<file path="config.mk">
export PLATFORM = sky130hd
export DESIGN_NAME = button_debouncer
export DESIGN_NICKNAME = d
export VERILOG_FILES = /design/src/rtl/button_debouncer.sv
export SDC_FILE = /design/constraint.sdc
export NUM_CORES = 1
export LEC_CHECK = 0
export CAP_MARGIN = 30
export CORE_ASPECT_RATIO = 0.8
export CORE_MARGIN = 8
export CORE_UTILIZATION = 40
export DETAILED_ROUTE_END_ITERATION = 16
export GPL_TIMING_DRIVEN = 0
export SLEW_MARGIN = 20
export SYNTH_ARGS = -nofsm -noshare
export SYNTH_HDL_FRONTEND = slang
export SYNTH_SLANG_ARGS = --single-unit
</file>
<file path="constraint.sdc">
create_clock -name i_clk -period 5.2 [get_ports i_clk]
set_clock_uncertainty 0.1 [all_clocks]
set_input_delay 1.04 -clock i_clk [delete_from_list [all_inputs] [get_ports i_clk]]
set_output_delay 1.04 -clock i_clk [all_outputs]
set_load 0.005 [all_outputs]
</file>
<file path="src/rtl/button_debouncer.sv">
// Button debouncer: 2-flop synchronizer, polarity normalization, 4-state debounce FSM with registered level/pulse outputs.
// Optional long-press detector included when BUTTON_DEBOUNCER_LONGPRESS_EN is defined; otherwise o_long is tied low.
module button_debouncer #(
  parameter int DEBOUNCE_CYCLES = 270000,
  parameter int LONG_CYCLES     = 27000000,
  parameter bit ACTIVE_LOW      = 1'b1
) (
  input  logic i_clk,
  input  logic i_rst,
  input  logic i_button,
  output logic o_level,
  output logic o_press,
  output logic o_release,
  output logic o_long
);

  localparam int MAX_CYCLES = (DEBOUNCE_CYCLES > LONG_CYCLES) ? DEBOUNCE_CYCLES : LONG_CYCLES;
  localparam int CW         = $clog2(MAX_CYCLES) + 1;

  localparam logic [CW-1:0] DB_LAST  = CW'(DEBOUNCE_CYCLES - 1);
  localparam logic [CW-1:0] CNT_MAX  = {CW{1'b1}};
  localparam logic [CW-1:0] CNT_ONE  = CW'(1);
  localparam logic          PAD_IDLE = ACTIVE_LOW ? 1'b1 : 1'b0;

  typedef enum logic [1:0] {
    IDLE,
    PRESS_WAIT,
    PRESSED,
    RELEASE_WAIT
  } state_t;

  state_t        state, state_nxt;
  logic [CW-1:0] cnt, cnt_nxt;
  logic          level_nxt, press_nxt, release_nxt;
  logic          sync_a, sync_b;
  logic          s;

  // Synchronizer resets to the released pad level so reset never looks like a press.
  always_ff @(posedge i_clk) begin
    if (i_rst) begin
      sync_a <= PAD_IDLE;
      sync_b <= PAD_IDLE;
    end else begin
      sync_a <= i_button;
      sync_b <= sync_a;
    end
  end

  assign s = ACTIVE_LOW ? ~sync_b : sync_b;

  always_ff @(posedge i_clk) begin
    if (i_rst) begin
      state     <= IDLE;
      cnt       <= '0;
      o_level   <= 1'b0;
      o_press   <= 1'b0;
      o_release <= 1'b0;
    end else begin
      state     <= state_nxt;
      cnt       <= cnt_nxt;
      o_level   <= level_nxt;
      o_press   <= press_nxt;
      o_release <= release_nxt;
    end
  end

  always_comb begin
    state_nxt   = state;
    cnt_nxt     = cnt;
    level_nxt   = o_level;
    press_nxt   = 1'b0;
    release_nxt = 1'b0;
    case (state)
      IDLE: begin
        if (s) begin
          state_nxt = PRESS_WAIT;
          cnt_nxt   = '0;
        end
      end
      PRESS_WAIT: begin
        if (!s) begin
          state_nxt = IDLE;
        end else if (cnt == DB_LAST) begin
          state_nxt = PRESSED;
          level_nxt = 1'b1;
          press_nxt = 1'b1;
        end else if (cnt != CNT_MAX) begin
          cnt_nxt = cnt + CNT_ONE;
        end
      end
      PRESSED: begin
        if (!s) begin
          state_nxt = RELEASE_WAIT;
          cnt_nxt   = '0;
        end
      end
      RELEASE_WAIT: begin
        if (s) begin
          state_nxt = PRESSED;
        end else if (cnt == DB_LAST) begin
          state_nxt   = IDLE;
          level_nxt   = 1'b0;
          release_nxt = 1'b1;
        end else if (cnt != CNT_MAX) begin
          cnt_nxt = cnt + CNT_ONE;
        end
      end
      default: begin
        state_nxt = IDLE;
      end
    endcase
  end

`ifdef BUTTON_DEBOUNCER_LONGPRESS_EN
  localparam logic [CW-1:0] LONG_MAX  = CW'(LONG_CYCLES);
  localparam logic [CW-1:0] LONG_LAST = CW'(LONG_CYCLES - 1);

  logic [CW-1:0] hold;

  // Hold only clears on a fresh accepted press, so release bounces cannot re-arm o_long.
  // A pulse that would coincide with an accepted release is dropped to keep pulses exclusive.
  always_ff @(posedge i_clk) begin
    if (i_rst) begin
      hold   <= '0;
      o_long <= 1'b0;
    end else begin
      o_long <= 1'b0;
      if (state == PRESS_WAIT && state_nxt == PRESSED) begin
        hold <= '0;
      end else if (state == PRESSED || state == RELEASE_WAIT) begin
        if (hold != LONG_MAX) begin
          hold <= hold + CNT_ONE;
        end
        if (hold == LONG_LAST && state_nxt != IDLE) begin
          o_long <= 1'b1;
        end
      end
    end
  end
`else
  assign o_long = 1'b0;
`endif

endmodule

</file>
Word level (Yosys, flattened, before mapping) --
Index checks and enable logic that the tools add are counted.
Word-level totals: register bits 33, input port bits 3, output and inout port bits 4
Operators by class: $add $sub $neg 1, equality and inequality tests 13, muxes and demuxes 20, bitwise operators 3, reductions and logical operators 7
Operators by type and width (count):
- 26-bit 2-to-1 mux | 6
- 26-bit case mux with 4 select lines | 1
- 26-bit by 1-bit adder with 26-bit output, second input constant | 1
- 26-bit by 19-bit equality test with 1-bit output, second input constant | 1
- 26-bit != test, second input constant | 1
- 2-bit 2-to-1 mux | 6
- 2-bit != test, second input constant | 6
- 2-bit case mux with 4 select lines | 1
- 4-bit AND reduction | 2
- 3-bit != test, second input constant | 2
- 3-bit OR reduction | 2
- 1-bit 2-to-1 mux | 5
- 5-bit AND reduction | 1
- 2-bit equality test, second input constant | 2
- 1-bit NOT | 3
- 2-bit by 1-bit equality test with 1-bit output, second input constant | 1
- 2-bit logical NOT | 1
- 1-bit case mux with 2 select lines | 1
- 2-bit nonzero test | 1

Longest topological paths before layout --
word-level depth 5, gate-level depth with buffers 9

Worst setup path before layout --
No wires, ideal clock.
path kind input -> register, start input port i_rst, end register cnt[3], library setup time 122 ps, arrival time 1915 ps, required time 4978 ps, setup slack 3063 ps, cell stages on the path 6, cell sequence clkbuf_1 -> nand2b_1 -> buf_1 -> nor2b_1 -> o21ai_1 -> o31ai_1
RTL lines:
- from (decl) | RTL line 9 | input logic i_rst,
- to (signal assigned) | RTL line 60 | cnt <= cnt_nxt;
- to (decl) | RTL line 33 | logic [CW-1:0] cnt, cnt_nxt;

Worst setup path in the final report --
start register cnt[0], end register cnt[18]
Between the ends: longest elaborated chain between the ends 5
RTL lines:
- 26-bit by 1-bit adder with 26-bit output / 26-bit != test (equally long branches)
- 26-bit 2-to-1 mux | RTL line 87, 104
- 26-bit 2-to-1 mux * | RTL line 100 | end else if (cnt == DB_LAST) begin
- 26-bit 2-to-1 mux (on tied branches) | RTL line 98, 81
- 26-bit case mux with 4 select lines * | RTL line 73 | case (state)
Mark *: on every way between the ends. The rest lies on a longest branch, timed or not. The select of a mux whose other input is x is not followed. A chain may end at the register's enable or synchronous reset.

==> summary.md <==
| Metric | Value |
|---|---|
| Status | `complete, no violations` |
| Final clock period utilization by the worst path | `0.476` |
| Final HPWL DP | `3220 um` |
| Detailed-route via count | `between 1500 and 2000` |
| Number of synthesized register bits | `33` |
| Synthesized netlist net count | `225` |
| Critical Path Source Type | `register` |
| Most frequent cells after synthesis | `33 x dfxtp_1, 21 x nand2_1, 16 x nor2_1, 16 x o21ai_1, 15 x nand3_1` |
| Die Span Y | `75.8 um` |
| Vias per cell | `6.02` |
| Switching power share of the total | `0.227` |
| Proportion of power drawn by the clock network | `0.435` |
| Layout Nets | `236` |
| Number of buffers between clock root and the deepest sink | `2` |
| Total global-route track usage | `0.139` |
| Yosys warning count | `0` |
| Resize count post-CTS | `0` |
| Final setup violation count | `0` |
| Antenna cell count | `0` |
| CP required | `between 5000 and 6000 ps` |
| Main area contributors after synthesis | `dfxtp_1 37%, o21ai_1 4.5%, nand2_1 4.4%` |
| Clock transition at path regs | `70 ps` |
| Combinational cell fraction of total power | `0.048` |
| Routability-driven placement congestion ratio | `just over 0.9` |
| Synth unique cells | `50` |
| Placement row count | `21` |
| Portion of the post-synthesis area used by sequential elements | `0.369` |
| Floorplan die area | `6880 um2` |
| Number of standard cells after synthesis | `221` |
| Type of the worst min-delay path | `reg2reg` |
| TritonCTS clock tree | `yes` |
| Type of destination of the critical path | `register` |
| Power dissipated by switching net loads | `112 uW` |
| Kind of critical path | `reg2reg` |
| Number of DRC markers in iteration 0 | `approximately 160` |
| Global route overflow | `0` |
| Worst skew pair latency | `280 ps` |
| Leakage power of the design | `0.606 nW` |
| Timing-limited maximum frequency | `0.404 GHz` |
| Number of detailed-routing iterations run before antenna repair | `5` |
| Endpoints failing hold | `0` |
| Accumulated negative setup slack | `0 ps` |
| CTS Hold Buffers Added | `0` |
| Global-route wire length before repair | `roughly 7600 um` |
| Count leader, synth | `dfxtp_1` |
| I/O pins | `7` |
| Pin count of the biggest net entering global routing | `11` |
| RSZ-0062 raised after global routing | `no` |
| Share of layout cells above drive strength 1 | `0.120` |
| Total detailed-routing wirelength | `4620 um` |
| Cell area after synthesis | `roughly 1800 um2` |
| Final-report max-slew violation count | `0` |
| Maximum fanout along the worst path | `6` |
| Share of flip-flops with an asynchronous set or reset | `0` |
| Area leader, netlist | `dfxtp_1` |
| # H-tree levels | `2` |
| Sequential share of power | `0.518` |
| Area Growth Syn to Fin | `11.9%` |
| Clock buffer count from CTS | `5` |
| Cell chosen for the clock root | `clkbuf_8` |
| Count of clock tree sinks | `33` |
| Worst vdd rail ir drop | `0.135 mV` |
| Relative slew slack | `0.528` |
| Max-cap viol count | `0` |
| Hold_ws | `313 ps` |
| Slew of the pin with the lowest slew margin | `~700 ps` |
| WHS Path Cells | `1` |
| Average wire length per cell after detail routing | `15.9 um` |
| Area inside the core boundary | `about 4200 um2` |
| Width of the die | `90.8 um` |
| Share of the synthesized area in the top cell type | `0.369` |
| Number of enable-type register cells in the synthesized netlist | `0` |
| Effective utilization at floorplan | `0.423` |
| Input/output buffers | `4` |
| Via count of the first global-routing pass | `1516` |
| Cell Int Power | `382 uW` |
| Final min period | `2480 ps` |
| Count of unresolved DRC violations after routing | `0` |
| Cell area power density | `247 nW/um2` |
| Remaining antenna violation count after routing | `0` |
| Data arrival time of the critical path | `2560 ps` |
| Post CTS Setup Buffer Count | `0` |
| Depth of the worst register-to-register path | `6` |
| Mapped Avg Cell Area | `8.10 um2` |
| Most used flip-flop cell after synthesis | `dfxtp_1` |
| Antenna violations before repair | `0` |
## layout make-up
class | count | area, um2
sequential | 33 | 661
fill | 416 | 2230
multi-input combinational | 175 | 1060
tap | 57 | 71.3
buffer | 11 | 57.6
inverter | 2 | 7.51
timing repair buffer | 4 | 40.0
clock buffer | 7 | 96.3
clock inverter | 1 | 5.00
## layout by cell type (no fill, tap or decap), types with 2 or more instances in the layout
cell,instances
or2_2,2
o21ai_1,16
nor2b_1,3
clkbuf_8,7
nor3_1,4
or4_1,4
dfxtp_1,33
and3_1,5
nand3_1,15
or3_1,4
nor4b_1,4
clkbuf_1,7
nand4_1,9
nor4_1,3
inv_1,2
clkdlybuf4s50_1,4
a211oi_1,3
a31oi_1,4
and4_1,2
o21ai_0,6
a311oi_1,2
o31ai_1,5
and2_1,4
nor3_2,5
nor2_1,16
a41oi_1,4
a21oi_1,14
nand2_1,21
## critical path, stage by stage (launching register included)
cell	delay, ps
dfxtp_1	390
ha_1	270
nand4_1	140
nor3_1	330
nor3b_1	620
a41oi_1	220
a311oi_1	310
## state kept, by name (all words and copies together), names as in the netlist, named ones only
name,cells
sync_b,1
o_press,1
state,1
cnt,26
o_level,1
o_release,1
sync_a,1
## metal layers
metal | global-route usage | part of all wire
met5 | 0 | 0
met4 | 0.0452 | 0.011
met2 | 0.201 | 0.40
met3 | 0.0354 | 0.066
met1 | 0.196 | 0.52
## logic make-up (layout without fill, tap and decap cells)
| logic type | count (synthesis) | in the layout | share of synthesized area |
|---|---|---|---|
| adders and majority gates | 1 | 1 | 0.00699 |
| buffers and inverters | 13 | 25 | 0.0364 |
| and+or+nand+nor | 111 | 111 | 0.362 |
| xor gates and xnor gates | 1 | 1 | 0.00490 |
| AOI/OAI and AO/OA | 60 | 60 | 0.212 |
| DFF | 33 | 33 | 0.369 |
| other | 1 | 1 | 0.00210 |
| muxes | 1 | 1 | 0.00629 |
## per-stage QoR
step / instance area, um2 / utilization / total power [mW] / setup slack [ps] / instances
final: 2000 / 0.473 / 0.494 / 2720 / 290
after global routing: 2000 / 0.473 / 0.516 / 2600 / 290
after CTS: 2000 / 0.473 / 0.500 / 2790 / 290
after detailed placement: 1900 / 0.449 / 0.285 / 2690 / 282
after global placement: 1900 / 0.449 / 0.285 / 2660 / 282
after floorplan: 1790 / - / 0.277 / 3060 / 221
## worst paths after layout
check              start  endpoint  slack (ps)
hold / removal    sync_a    sync_b         310
setup reg to reg  cnt[0]   cnt[18]        2720
hold reg to reg   sync_a    sync_b         310
setup / recovery  cnt[0]   cnt[18]        2720
## power groups by stage
| stage | sequential (mW) | clock, mW | combinational, mW |
|---|---|---|---|
| 6_report | 0.256 | 0.215 | 0.0236 |
| 2_1_floorplan | 0.261 | 0 | 0.0155 |
| 3_5_place_dp | 0.262 | 0 | 0.0232 |
| 4_1_cts | 0.256 | 0.221 | 0.0234 |
| 5_1_grt | 0.256 | 0.234 | 0.0259 |
| 3_3_place_gp | 0.262 | 0 | 0.0236 |
Power figures use the tool's default switching activity.
